===== config.mk =====
export PLATFORM = sky130hd
export DESIGN_NAME = bus_buffer_arbiter
export DESIGN_NICKNAME = d
export VERILOG_FILES = /design/src/rtl/bus_arb_pkg.sv /design/src/rtl/bus_buffer_arbiter_rr_pick.sv /design/src/rtl/bus_buffer_arbiter.sv
export SDC_FILE = /design/constraint.sdc
export NUM_CORES = 1
export LEC_CHECK = 0
export ABC_AREA = 1
export CAP_MARGIN = 20
export CORE_UTILIZATION = 40
export DETAILED_ROUTE_END_ITERATION = 16
export PLACE_DENSITY = 0.72
export SYNTH_ARGS = -nofsm -noshare
export SYNTH_HDL_FRONTEND = slang
export SYNTH_SLANG_ARGS = --single-unit

===== constraint.sdc =====
create_clock -name CLK -period 1.8 [get_ports CLK]
set_input_delay 0.36 -clock CLK [delete_from_list [all_inputs] [get_ports CLK]]
set_output_delay 0.36 -clock CLK [all_outputs]
set_load 0.1 [all_outputs]

===== src/rtl/bus_arb_pkg.sv =====
// Shared types and defaults for the buffered system bus arbiter.
// Latency: none (declarations only).
// Backpressure: n/a.
package bus_arb_pkg;

  typedef enum logic [1:0] {
    ST_IDLE = 2'd0,
    ST_OWN  = 2'd1,
    ST_TURN = 2'd2
  } arb_state_t;

  localparam int DEF_NREQ       = 3;
  localparam int DEF_TURNAROUND = 1;
  localparam int DEF_MAXHOLD    = 16;

  // Requester slots on the default three-master bus.
  localparam int REQ_CPU  = 0;
  localparam int REQ_DSP  = 1;
  localparam int REQ_BLIT = 2;

endpackage


===== src/rtl/bus_buffer_arbiter_rr_pick.sv =====
// Round-robin picker: first set request at or after ptr, wrapping NREQ-1 -> 0.
// Latency: combinational.
// Backpressure: none; valid low when no request is set.
//
// Ports:
//   req   in  NREQ          request vector
//   ptr   in  $clog2(NREQ)  index where the search starts (must be < NREQ)
//   pick  out NREQ          one-hot selected request
//   valid out 1             any request set
module rr_pick #(
  parameter int NREQ = 3
) (
  input  logic [NREQ-1:0]         req,
  input  logic [$clog2(NREQ)-1:0] ptr,
  output logic [NREQ-1:0]         pick,
  output logic                    valid
);

  localparam int IW = $clog2(NREQ);
  // One extra bit so ptr + offset cannot overflow before the wrap.
  localparam int SW = IW + 1;
  localparam logic [SW-1:0] N_S = SW'(NREQ);

  logic [SW-1:0] pos;

  always_comb begin
    pick  = '0;
    valid = 1'b0;
    pos   = '0;
    for (int k = 0; k < NREQ; k++) begin
      pos = {1'b0, ptr} + SW'(k);
      if (pos >= N_S) pos = pos - N_S;
      if (!valid && req[pos[IW-1:0]]) begin
        pick[pos[IW-1:0]] = 1'b1;
        valid             = 1'b1;
      end
    end
  end

endmodule


===== src/rtl/bus_buffer_arbiter.sv =====
// Round-robin owner of the buffered system bus; one buffer enable per requester.
// Latency: grant one edge after a pick; TURNAROUND idle cycles between owners.
// Backpressure: owner is preempted after MAXHOLD cycles if others wait, unless LOCK.
//
// Ports:
//   CLK    in  1             system clock, rising edge
//   RESETL in  1             asynchronous active-low reset
//   REQ    in  NREQ          level request per requester
//   LOCK   in  1             current owner forbids preemption
//   GNT    out NREQ          one-hot registered grant
//   BUFEN  out NREQ          bus-buffer enables, same register as GNT
//   OWNER  out $clog2(NREQ)  encoded owner index, 0 when idle
//   BUSY   out 1             bus owned
module bus_buffer_arbiter
  import bus_arb_pkg::*;
#(
  parameter int NREQ       = DEF_NREQ,
  parameter int TURNAROUND = DEF_TURNAROUND,
  parameter int MAXHOLD    = DEF_MAXHOLD
) (
  input  logic                    CLK,
  input  logic                    RESETL,
  input  logic [NREQ-1:0]         REQ,
  input  logic                    LOCK,
  output logic [NREQ-1:0]         GNT,
  output logic [NREQ-1:0]         BUFEN,
  output logic [$clog2(NREQ)-1:0] OWNER,
  output logic                    BUSY
);

  localparam int IW = $clog2(NREQ);
  localparam int HW = $clog2(MAXHOLD + 1);
  localparam logic [HW-1:0] HOLD_MAX  = HW'(MAXHOLD);
  localparam logic [HW-1:0] HOLD_ONE  = HW'(1);
  localparam logic [1:0]    TURN_LAST = (TURNAROUND > 0) ? 2'(TURNAROUND - 1) : 2'd0;
  localparam logic [IW-1:0] LAST_IDX  = IW'(NREQ - 1);
  localparam logic [IW-1:0] IDX_ONE   = IW'(1);

  arb_state_t      state_q, state_d;
  logic [NREQ-1:0] gnt_q, gnt_d;
  logic [HW-1:0]   hold_q, hold_d;
  logic [1:0]      turn_q, turn_d;
  // Search start for the next pick: one past the last owner, 0 after reset.
  logic [IW-1:0]   rr_ptr_q, rr_ptr_d;

  logic [NREQ-1:0] pick;
  logic            pick_vld;
  logic [IW-1:0]   pick_idx;
  logic            owner_req;
  logic            others_req;
  logic            preempt;
  logic            do_pick;

  rr_pick #(.NREQ(NREQ)) u_rr_pick (
    .req   (REQ),
    .ptr   (rr_ptr_q),
    .pick  (pick),
    .valid (pick_vld)
  );

  // Encoders: pick for the pointer update, the grant register for OWNER.
  always_comb begin
    pick_idx = '0;
    OWNER    = '0;
    for (int k = 0; k < NREQ; k++) begin
      if (pick[k])  pick_idx = IW'(k);
      if (gnt_q[k]) OWNER    = IW'(k);
    end
  end

  assign owner_req  = |(REQ & gnt_q);
  assign others_req = |(REQ & ~gnt_q);
  assign preempt    = (hold_q == HOLD_MAX) && others_req && !LOCK;

  always_comb begin
    state_d  = state_q;
    gnt_d    = gnt_q;
    hold_d   = hold_q;
    turn_d   = turn_q;
    rr_ptr_d = rr_ptr_q;
    do_pick  = 1'b0;

    case (state_q)
      ST_IDLE: do_pick = 1'b1;

      ST_OWN: begin
        if (!owner_req || preempt) begin
          gnt_d  = '0;
          hold_d = '0;
          if (TURNAROUND > 0) begin
            state_d = ST_TURN;
            turn_d  = TURN_LAST;
          end else begin
            // Zero gap: hand straight to the next requester in the same edge.
            do_pick = 1'b1;
          end
        end else if (hold_q != HOLD_MAX) begin
          hold_d = hold_q + HOLD_ONE;
        end
      end

      ST_TURN: begin
        // Pick uses REQ as seen in the final gap cycle, not at release.
        if (turn_q == 2'd0) do_pick = 1'b1;
        else                turn_d  = turn_q - 2'd1;
      end

      default: begin
        state_d = ST_IDLE;
        gnt_d   = '0;
      end
    endcase

    if (do_pick) begin
      if (pick_vld) begin
        state_d  = ST_OWN;
        gnt_d    = pick;
        hold_d   = HOLD_ONE;
        rr_ptr_d = (pick_idx == LAST_IDX) ? '0 : pick_idx + IDX_ONE;
      end else begin
        state_d = ST_IDLE;
        gnt_d   = '0;
      end
    end
  end

  always_ff @(posedge CLK or negedge RESETL) begin
    if (!RESETL) begin
      state_q  <= ST_IDLE;
      gnt_q    <= '0;
      hold_q   <= '0;
      turn_q   <= '0;
      rr_ptr_q <= '0;
    end else begin
      state_q  <= state_d;
      gnt_q    <= gnt_d;
      hold_q   <= hold_d;
      turn_q   <= turn_d;
      rr_ptr_q <= rr_ptr_d;
    end
  end

  assign GNT   = gnt_q;
  assign BUFEN = gnt_q;
  assign BUSY  = |gnt_q;

endmodule


==> out/summary.txt, run 1 <==
status - complete, no violations
sequential power share - 18.1%
worst path required time - 1.97 ns
arrival time worst endpoint - 1.86 ns
die area - 0.00314 mm^2
FMAX - 589 MHz
max_cap viols - 0
sequential fraction of the synthesis area - 30.0%
hpwl dp - 1.94 mm
first-pass GRT wire length - 3.94 mm
I/O pin cnt - 15
remaining antenna violation count - 0
Final setup viols - 0
Comb power frac - 73.8%
CP Launch Type - flip-flop
syn avg cell area - 7.30 um^2
die height - 56.1 um
Setup Skew - 0.00125 ns
Tcrit/Tclk final - 94.3%
synth unique cells - 24
headroom to the max-slew limit - 82.4%
sw frac - 52.4%
clk slew on worst S/H paths - 0.08 ns
hold slack final - 0.386 ns
flop and latch count out of synthesis - 14
initial core utilization - 42.4%
Max FO, Critical Path - 10
Rows - 19
critical path type - reg -> reg
Async SR Flop Fraction - 100%
initial antenna violation count - 0
drt drc - 0
GRT Util Overall - 15.7%
area grow syn2layout - 33.2%
EDFF count, synth - 0
final worst slack - 0.103 ns
worst-case clock buffer depth - 2
chip width - 56.1 um
Syn Nets - 176
met1 WL - 1.10 mm
Worst Hold Class - in -> async
Total Power - 0.00279 W
CTS tree - yes
Final nets - 201
routed via count - 1,094
met3 layer wire length in the routed design - 97 um
Cells after DPL - 204
Final Hold Viols - 0
Pins Over Slew Limit - 0
First-pass DRT Iterations - 4
Max IR drop VDD - 0.00111 V
Worst Tran Pin Value - 0.263 ns
vias in the first global route - 994
Pint - 0.00133 W
routed wl met2 - 1.26 mm
CP startpoint - rr_ptr_q[1]
Leak Pwr - 0.762 nW
largest net degree at the start of global routing - 15
depth of the CTS H-tree - 1
Final Non-Filler Cells - 215
clock sink count - 14
sw power - 0.00146 W
pre-CTS WS - -0.136 ns
synthesized area - 0.00117 mm^2
crit end category - flip-flop
CTS Hold Bufs - 0
Synth Flop Type - dfrtp_1
Placer Congestion - 0.830
TritonCTS Buffers - 3
min Tclk post-route - 1.70 ns
synthesized instance count - 160
worst-skew pair later-pin latency - 0.28 ns
initial DRC count - 21
core area - 0.00276 mm^2
gr ovfl total - 0
WL per Instance - 11.5 um
pwr dens - 1790 mW/mm^2
layout cells sized above 1 - 31.0%
# diodes - 0
worst r2r src - rr_ptr_q[1]
final wirelength - 2.48 mm
CTS root buf - clkbuf_4
unrepaired setup endpoints after global routing - false
Top Metal Used - met4
port buffer count - 14
synth warn - 0
post-DR vias/cell - 5.09
Clock power frac - 8.1%
==> registers in the layout, indices dropped and copies added, names as in the netlist <==
register and count:
hold_q 5, BUFEN 3, rr_ptr_q 2, state_q 2, turn_q 2
==> power groups by stage <==
stage	Combinational, W	Sequential, W	Clock (W)
5_1_grt	0.00221	0.000517	0.000248
4_1_cts	0.00183	0.000505	0.000237
6_report	0.00206	0.000506	0.000226
3_3_place_gp	0.00171	0.000503	0
3_5_place_dp	0.00178	0.000507	0
2_1_floorplan	0.00129	0.000577	0
==> what timing repair did <==
item	CTS	global route
endpoints found under the setup margin	3	3
pin swaps	0	0
hold endpoints to repair	0	0
buffers inserted	0	7
resized for setup	2	4
==> through the flow <==
step,setup TNS (ns),util [%],instance area [um^2]
2_1_floorplan,0,-,1180
4_1_cts,0,54.2,1490
5_1_grt,0,56.4,1560
6_report,0,56.4,1560
3_5_place_dp,-0.668,52.2,1440
3_3_place_gp,-0.216,52.2,1440
==> final cells by class <==
type                            count  area (um^2)
Sequential cell                    14          354
Clock buffer                        4         36.3
Fill cell                         245         1200
Multi-Input combinational cell    112          706
Inverter                           29          109
Timing Repair Buffer               25          313
Tap cell                           31         38.8
==> synthesized netlist by cell type (4+ instances only) <==
library cell,number,area [um^2]
buf_4,4,30.0
inv_2,4,15.0
dfrtp_1,14,350
nand3_2,6,60.1
o21ai_0,5,25.0
nor2_1,7,26.3
inv_1,25,93.8
nand2_1,43,161
nand3_1,16,80.1
nand2_2,4,25.0
o21ai_1,4,20.0
ha_1,10,125
==> cell families (layout without fill, tap and decap cells) <==
family | count (synthesis) | count (layout) | share of synthesized area (%)
AOI/OAI and AO/OA | 15 | 15 | 8.89
xor gates and xnor gates | 3 | 3 | 2.25
adders and majority gates | 10 | 10 | 10.7
buffers and inverters | 34 | 58 | 12.8
DFF | 14 | 14 | 30.0
and+or+nand+nor | 84 | 84 | 35.3
==> worst max-delay path, cell delays in order, from the launching register on <==
cell	delay [ns]
dfrtp_1	0.44
inv_1	0.10
ha_2	0.23
inv_2	0.06
nand2_1	0.07
nand3_2	0.09
nand2_4	0.11
nand3_2	0.10
nand2_4	0.12
inv_1	0.09
o21ai_0	0.08
nand2_1	0.08
==> per-layer routing <==
layer | global-route usage, % | vias up
met4 | 5.23 | 0
li1 | - | 552
met3 | 4.19 | 4
met5 | 0 | -
met2 | 28.2 | 34
met1 | 17.9 | 504
==> path summary, 6_finish.rpt <==
path | depth (start not counted) | endpoint | slack, ns
setup / recovery | 11 | BUFEN[0] | 0.10
hold / removal | 2 | BUFEN[0] | 0.39
setup reg to reg | 11 | BUFEN[0] | 0.10
hold reg to reg | 2 | turn_q[0] | 0.50
max in group asynchronous | 2 | BUFEN[2] | 1.23
min in group CLK | 2 | turn_q[0] | 0.50
==> cell usage in the layout (no fill, tap or decap), drive strengths merged <==
cell	synthesis	routed
a21oi	2	2
buf	5	20
clkbuf	0	4
clkdlybuf4s50	0	5
dfrtp	14	14
ha	10	10
inv	29	29
nand2	48	48
nand3	22	22
nand4	2	2
nor2	11	11
o211ai	1	1
o21ai	11	11
o221ai	1	1
or2	1	1
xor2	3	3
(Power assumes the default switching activity.)
==> run 2, diff against run 1 <==
Settings changed: CAP_MARGIN 20 to 15, CORE_ASPECT_RATIO from default to 1.25, CORE_MARGIN from default to 4.
==> run 2 against run 1 <==
  * Combinational power fell by 3%
  * Utilization rose by 0.10 points
  * Worst setup slack got worse by 0.0077 ns
  * Count of clock-buffer cells in the layout did not move
  * Clock power rose by 6%
  * Global-route usage fell by 0.93 points
  * Flip-flop and latch count did not move
  * Critical endpoint is now BUFEN[2]
  * Highest routed layer unchanged
==> out/summary.txt, run 2 (synthesis gave the netlist of run 1 again) <==
worst path required time - 2.02 ns (+0.05 ns)
critical path's largest stage delay - 0.43 ns (about the same)
routed via count - 1,030 (-5.9%)
chip width - 56.3 um (+0.53%)
First-pass DRT Iterations - 4 (unchanged)
worst-skew pair later-pin latency - 0.29 ns (about the same)
drt drc - 0 (unchanged)
Rows - 21 (+2)
die area - 0.00386 mm^2 (+23%)
min Tclk post-route - 1.70 ns (+0.00772 ns)
Final Hold Viols - 0 (unchanged)
critical path type - reg -> reg
initial antenna violation count - 0 (unchanged)
Setup Skew - 0.00407 ns (+0.00282 ns)
Total Power - 0.00275 W (-1.4%)
Leak Pwr - 0.754 nW (-1.1%)
Max FO, Critical Path - 6 (-4)
crit end category - flip-flop
gr ovfl total - 0 (unchanged)
port buffer count - 14 (unchanged)
area grow syn2layout - 32.2%
WP buf/inv - 3 (unchanged)
depth of the CTS H-tree - 1 (unchanged)
GRT Util Overall - 14.8% (-0.93 points)
WL per Instance - 12.0 um (+4.1%)
register area - 354 um^2 (unchanged)
remaining antenna violation count - 0 (unchanged)
post-DR vias/cell - 4.79 (-5.9%)
initial DRC count - 20 (-4.8%)
area of the multi-input gates - 701 um^2 (-0.71%)
TritonCTS Buffers - 3 (unchanged)
initial core utilization - 42.8% (+0.39 points)
worst-case clock buffer depth - 2 (unchanged)
I/O pin cnt - 15 (unchanged)
final wirelength - 2.59 mm (+4.1%)
hold slack final - 0.370 ns (-0.0158 ns)
CP delay by family, top - simple AND/OR/NAND/NOR gates
# fillers - 253 (+3.3%)
FF-to-FF End - BUFEN[2]
worst r2r src - rr_ptr_q[0]
layout cells sized above 1 - 29.3% (-1.7 points)
max_cap viols - 0 (unchanged)
clock sink count - 14 (unchanged)
CP Launch Type - flip-flop
Finished Cell Area - 0.00155 mm^2 (-0.72%)
vias in the first global route - 1,041 (+4.7%)
die height - 68.4 um (+22%)
internal reg-to-reg setup slack - 0.1 ns (about the same)
slowest cell on the critical path - dfrtp_1
CTS root buf - clkbuf_4
arrival time worst endpoint - 1.92 ns (+0.06 ns)
Max IR drop VDD - 0.00109 V (-1.9%)
DP Area - 0.00146 mm^2 (+1.3%)
clk slew on worst S/H paths - 0.09 ns (about the same)
Largest register FFs - 5 (unchanged)
Final nets - 198 (-1.5%)
commonest non-fill, non-tap cell in the layout - nand2_1
Cell Chain, Critical Path - inv_1 -> ha_4 -> inv_2 -> nand2_1 -> nand2_1 -> nand3_2 -> nand3_2 -> nand2_4 -> buf_12 -> o21ai_1
# diodes - 0 (unchanged)
most flop-heavy register - hold_q
r2r worst-path depth - 10 (-1)
Worst Hold Class - in -> async
status - complete, no violations
commonest cells after routing, fill and taps aside - 42 x nand2_1, 25 x inv_1, 16 x nand3_1, 11 x dfrtp_1, 10 x buf_12
first-pass GRT wire length - 4.37 mm (+11%)
headroom to the max-slew limit - 70.0% (-12 points)
Worst Tran Pin Value - 0.448 ns (+0.185 ns)
hpwl dp - 2.05 mm (+5.8%)
Pins Over Slew Limit - 0 (unchanged)
Tcrit/Tclk final - 94.7% (+0.43 points)
largest net degree at the start of global routing - 12 (-3)
CTS tree - yes
setup_tns - 0 ns (unchanged)
FMAX - 587 MHz (-0.45%)
utilization after layout - 56.5% (+0.10 points)
core area - 0.00273 mm^2 (-0.91%)
pwr dens - 1780 mW/mm^2 (-0.73%)
Placer Congestion - 0.988 (+19%)
Final setup viols - 0 (unchanged)
run 2: cell count changes in the layout (fill, tap and decap cells not counted):
cell,previous run,this run
o21ai_0,5,4
nor2_4,3,2
inv_1,24,25
nor2_2,2,3
buf_12,9,10
o21ai_1,4,5
buf_4,11,7
inv_2,5,4
run 2: area by class of cell:
type / count / area share (%)
Multi-Input combinational cell: 112 / 45.3
Sequential cell: 14 / 22.9
Timing Repair Buffer: 22 / 19.6
Inverter: 29 / 7.04
Tap cell: 34 / 2.75
Clock buffer: 4 / 2.35
run 2: how the worst max path moves through the flow:
stage	from	endpoint	slack (ns)	cells after the start
finish	rr_ptr_q[0]	BUFEN[2]	0.1	10
global route	rr_ptr_q[1]	BUFEN[0]	-0.007	11
CTS	rr_ptr_q[0]	BUFEN[0]	0.01	11
detailed placement	REQ[2]	BUFEN[0]	-0.11	9
global placement	REQ[2]	BUFEN[0]	-0.09	9
floorplan	BUFEN[1]	OWNER[0]	0.08	2
run 2: routing by layer:
| metal | vias up | track usage [%] | part of all wire [%] |
|---|---|---|---|
| met3 | 5 | 3.77 | 3.3 |
| met5 | - | 0 | 0 |
| met1 | 473 | 15.5 | 39 |
| li1 | 536 | - | - |
| met2 | 16 | 27.8 | 56 |
| met4 | 0 | 7.12 | 1.7 |
run 2: power by group:
part | leakage (nW) | internal [W] | switching (W) | total, W
registers | 0.179 | 0.000409 | 0.0000959 | 0.000505
logic | 0.554 | 0.000762 | 0.00124 | 0.00200
clock network | 0.0210 | 0.000123 | 0.000116 | 0.000240
run 2: what timing repair did:
item	in CTS	in global routing
gates resized for setup	1	5
buffers inserted	0	2
cloned	0	0
hold buffers	0	0
setup endpoints to repair	3	7
run 2: stage by stage:
step	cells	setup slack [ns]
2_1_floorplan	160	0.0830
3_3_place_gp	209	-0.0941
3_5_place_dp	209	-0.112
4_1_cts	213	0.0125
5_1_grt	215	-0.00701
6_report	215	0.0951
==> run 3, diff against run 2 <==
Settings changed: CORE_UTILIZATION 40 to 53, PLACE_DENSITY 0.72 to 0.88.
==> run 3 against run 2 <==
  * Via count grew 11%
  * Clock skew is essentially flat
  * Flip-flop and latch count is the same
  * Critical path depth grew 1
  * Clock power shrank 5%
  * Register-to-register slack is essentially flat
  * Sequential power grew 1%
  * Total power grew 0.77%
  * Highest routed layer unchanged
  * Utilization grew 19 points
  * Worst setup slack gained 0.0081 ns
==> out/summary.txt, run 3 (synthesis gave the netlist of run 1 again) <==
status - complete, no violations
final wirelength - 2.88 mm (+11%)
Max IR drop VDD - 0.00131 V (+20%)
CP startpoint - rr_ptr_q[1]
Max FO, Critical Path - 7 (+1)
cell depth of the worst setup path - 11 (+1)
commonest non-fill, non-tap cell in the layout - nand2_1
depth of the CTS H-tree - 1 (unchanged)
hpwl dp - 2.12 mm (+3.4%)
Placer Congestion - 0.887 (-10%)
Worst Hold Class - in -> async
sw power - 0.00150 W (+3.4%)
port buffer count - 14 (unchanged)
die height - 60.5 um (-12%)
arrival time worst endpoint - 1.92 ns (about the same)
TritonCTS Buffers - 3 (unchanged)
Pint - 0.00127 W (-2.2%)
routed via count - 1,139 (+11%)
CP Launch Type - flip-flop
hold slack final - 0.378 ns (+0.00786 ns)
# fillers - 141 (-44%)
initial core utilization - 57.0% (+14 points)
GRT Util Overall - 20.5% (+5.7 points)
clock sink count - 14 (unchanged)
Setup Skew - 0.00419 ns (+0.000122 ns)
Clock power frac - 8.3% (-0.4 points)
slowest cell on the critical path - dfrtp_2
Final setup viols - 0 (unchanged)
remaining antenna violation count - 0 (unchanged)
Largest register FFs - 5 (unchanged)
FMAX - 589 MHz (+0.48%)
most flop-heavy register - hold_q
sequential power share - 18.4% (about the same)
Cell Chain, Critical Path - inv_1 -> ha_4 -> inv_2 -> nand2_1 -> nand3_2 -> nand2_4 -> nand3_2 -> nand2_4 -> buf_4 -> o21ai_2 -> a21oi_2
final worst slack - 0.103 ns (+0.00806 ns)
clk slew on worst S/H paths - 0.09 ns (about the same)
Rows - 18 (-14%)
max_cap viols - 0 (unchanged)
worst-skew pair later-pin latency - 0.28 ns (about the same)
initial antenna violation count - 0 (unchanged)
die area - 0.00303 mm^2 (-22%)
Final nets - 198 (unchanged)
WP buf/inv - 3 (unchanged)
worst r2r src - rr_ptr_q[1]
post-DR vias/cell - 5.40 (+13%)
first-pass GRT wire length - 4.74 mm (+8.4%)
pre-CTS WS - -0.106 ns (+0.00601 ns)
CTS root buf - clkbuf_4
Tcrit/Tclk final - 94.3% (-0.45 points)
Worst Tran Pin Value - 0.255 ns (-0.193 ns)
Comb power frac - 73.3% (+0.4 points)
# diodes - 0 (unchanged)
sw frac - 54.3% (+1.4 points)
CP delay by family, top - simple AND/OR/NAND/NOR gates
Final Hold Viols - 0 (unchanged)
r2r worst-path depth - 11 (+1)
crit end category - flip-flop
layout cells sized above 1 - 30.4% (+1.1 points)
commonest cells after routing, fill and taps aside - 41 x nand2_1, 25 x inv_1, 16 x nand3_1, 10 x dfrtp_1, 9 x buf_12
min Tclk post-route - 1.70 ns (-0.00806 ns)
drt drc - 0 (unchanged)
core area - 0.00205 mm^2 (-25%)
WL per Instance - 13.7 um (+14%)
Pins Over Slew Limit - 0 (unchanged)
Leak Pwr - 0.749 nW (-0.68%)
critical path type - reg -> reg
gr ovfl total - 0 (unchanged)
largest net degree at the start of global routing - 15 (+3)
worst-case clock buffer depth - 2 (unchanged)
worst path required time - 2.02 ns (about the same)
vias in the first global route - 1,157 (+11%)
chip width - 50 um (-11%)
pwr dens - 1800 mW/mm^2 (+1.0%)
initial DRC count - 28 (+40%)
headroom to the max-slew limit - 83.0% (+13 points)
CTS tree - yes
First-pass DRT Iterations - 4 (unchanged)
critical path's largest stage delay - 0.45 ns (+0.02 ns)
area grow syn2layout - 31.9%
I/O pin cnt - 15 (unchanged)
==> run 3: cell counts in the layout (fill, tap and decap cells not counted) <==
Identical to the previous run, type by type.
==> run 3: power by group through the flow <==
| stage | Clock [W] | Combinational, W | Sequential (W) |
|---|---|---|---|
| after floorplan | 0 | 0.00129 | 0.000577 |
| after global placement | 0 | 0.00172 | 0.000507 |
| after detailed placement | 0 | 0.00180 | 0.000510 |
| after CTS | 0.000232 | 0.00181 | 0.000505 |
| after global routing | 0.000250 | 0.00221 | 0.000521 |
| final | 0.000229 | 0.00203 | 0.000510 |
==> run 3: what timing repair did <==
action                     CTS  global route
setup endpoints to repair    0             9
hold buffers                 0             0
gates resized for setup      0             8
buffers inserted             0             3
==> run 3: metal layers <==
| metal | share of wire, % | GRT usage [%] |
|---|---|---|
| met5 | 0 | 0 |
| met1 | 39 | 21.4 |
| met3 | 4.4 | 5.16 |
| met2 | 52 | 37.1 |
| met4 | 5.0 | 12.3 |
==> run 3: worst paths after layout <==
path,end,slack (ns)
max in group asynchronous,rr_ptr_q[1],1.24
min in group CLK,turn_q[0],0.50
worst max register to register,hold_q[2],0.10
worst min register to register,turn_q[0],0.50
worst max-delay path,hold_q[2],0.10
worst min-delay path,BUFEN[0],0.38
==> run 3: area by class of cell <==
| cell class | count | area (um^2) | area share [%] |
|---|---|---|---|
| Inverter | 29 | 109 | 7.06 |
| Multi-Input combinational cell | 112 | 713 | 46.3 |
| Timing Repair Buffer | 22 | 290 | 18.8 |
| Sequential cell | 14 | 355 | 23.1 |
| Tap cell | 30 | 37.5 | 2.44 |
| Clock buffer | 4 | 36.3 | 2.35 |
==> run 3: stage by stage <==
stage	util [%]	cells	instance area, um^2	total power (W)	setup TNS, ns
global route	75.2	211	1540	0.00298	-0.0114
detailed placement	70.6	204	1450	0.00231	-0.406
global placement	70.6	204	1450	0.00223	-0.117
floorplan	-	160	1180	0.00186	0
finish	75.2	211	1540	0.00277	0
CTS	72.3	208	1480	0.00255	0
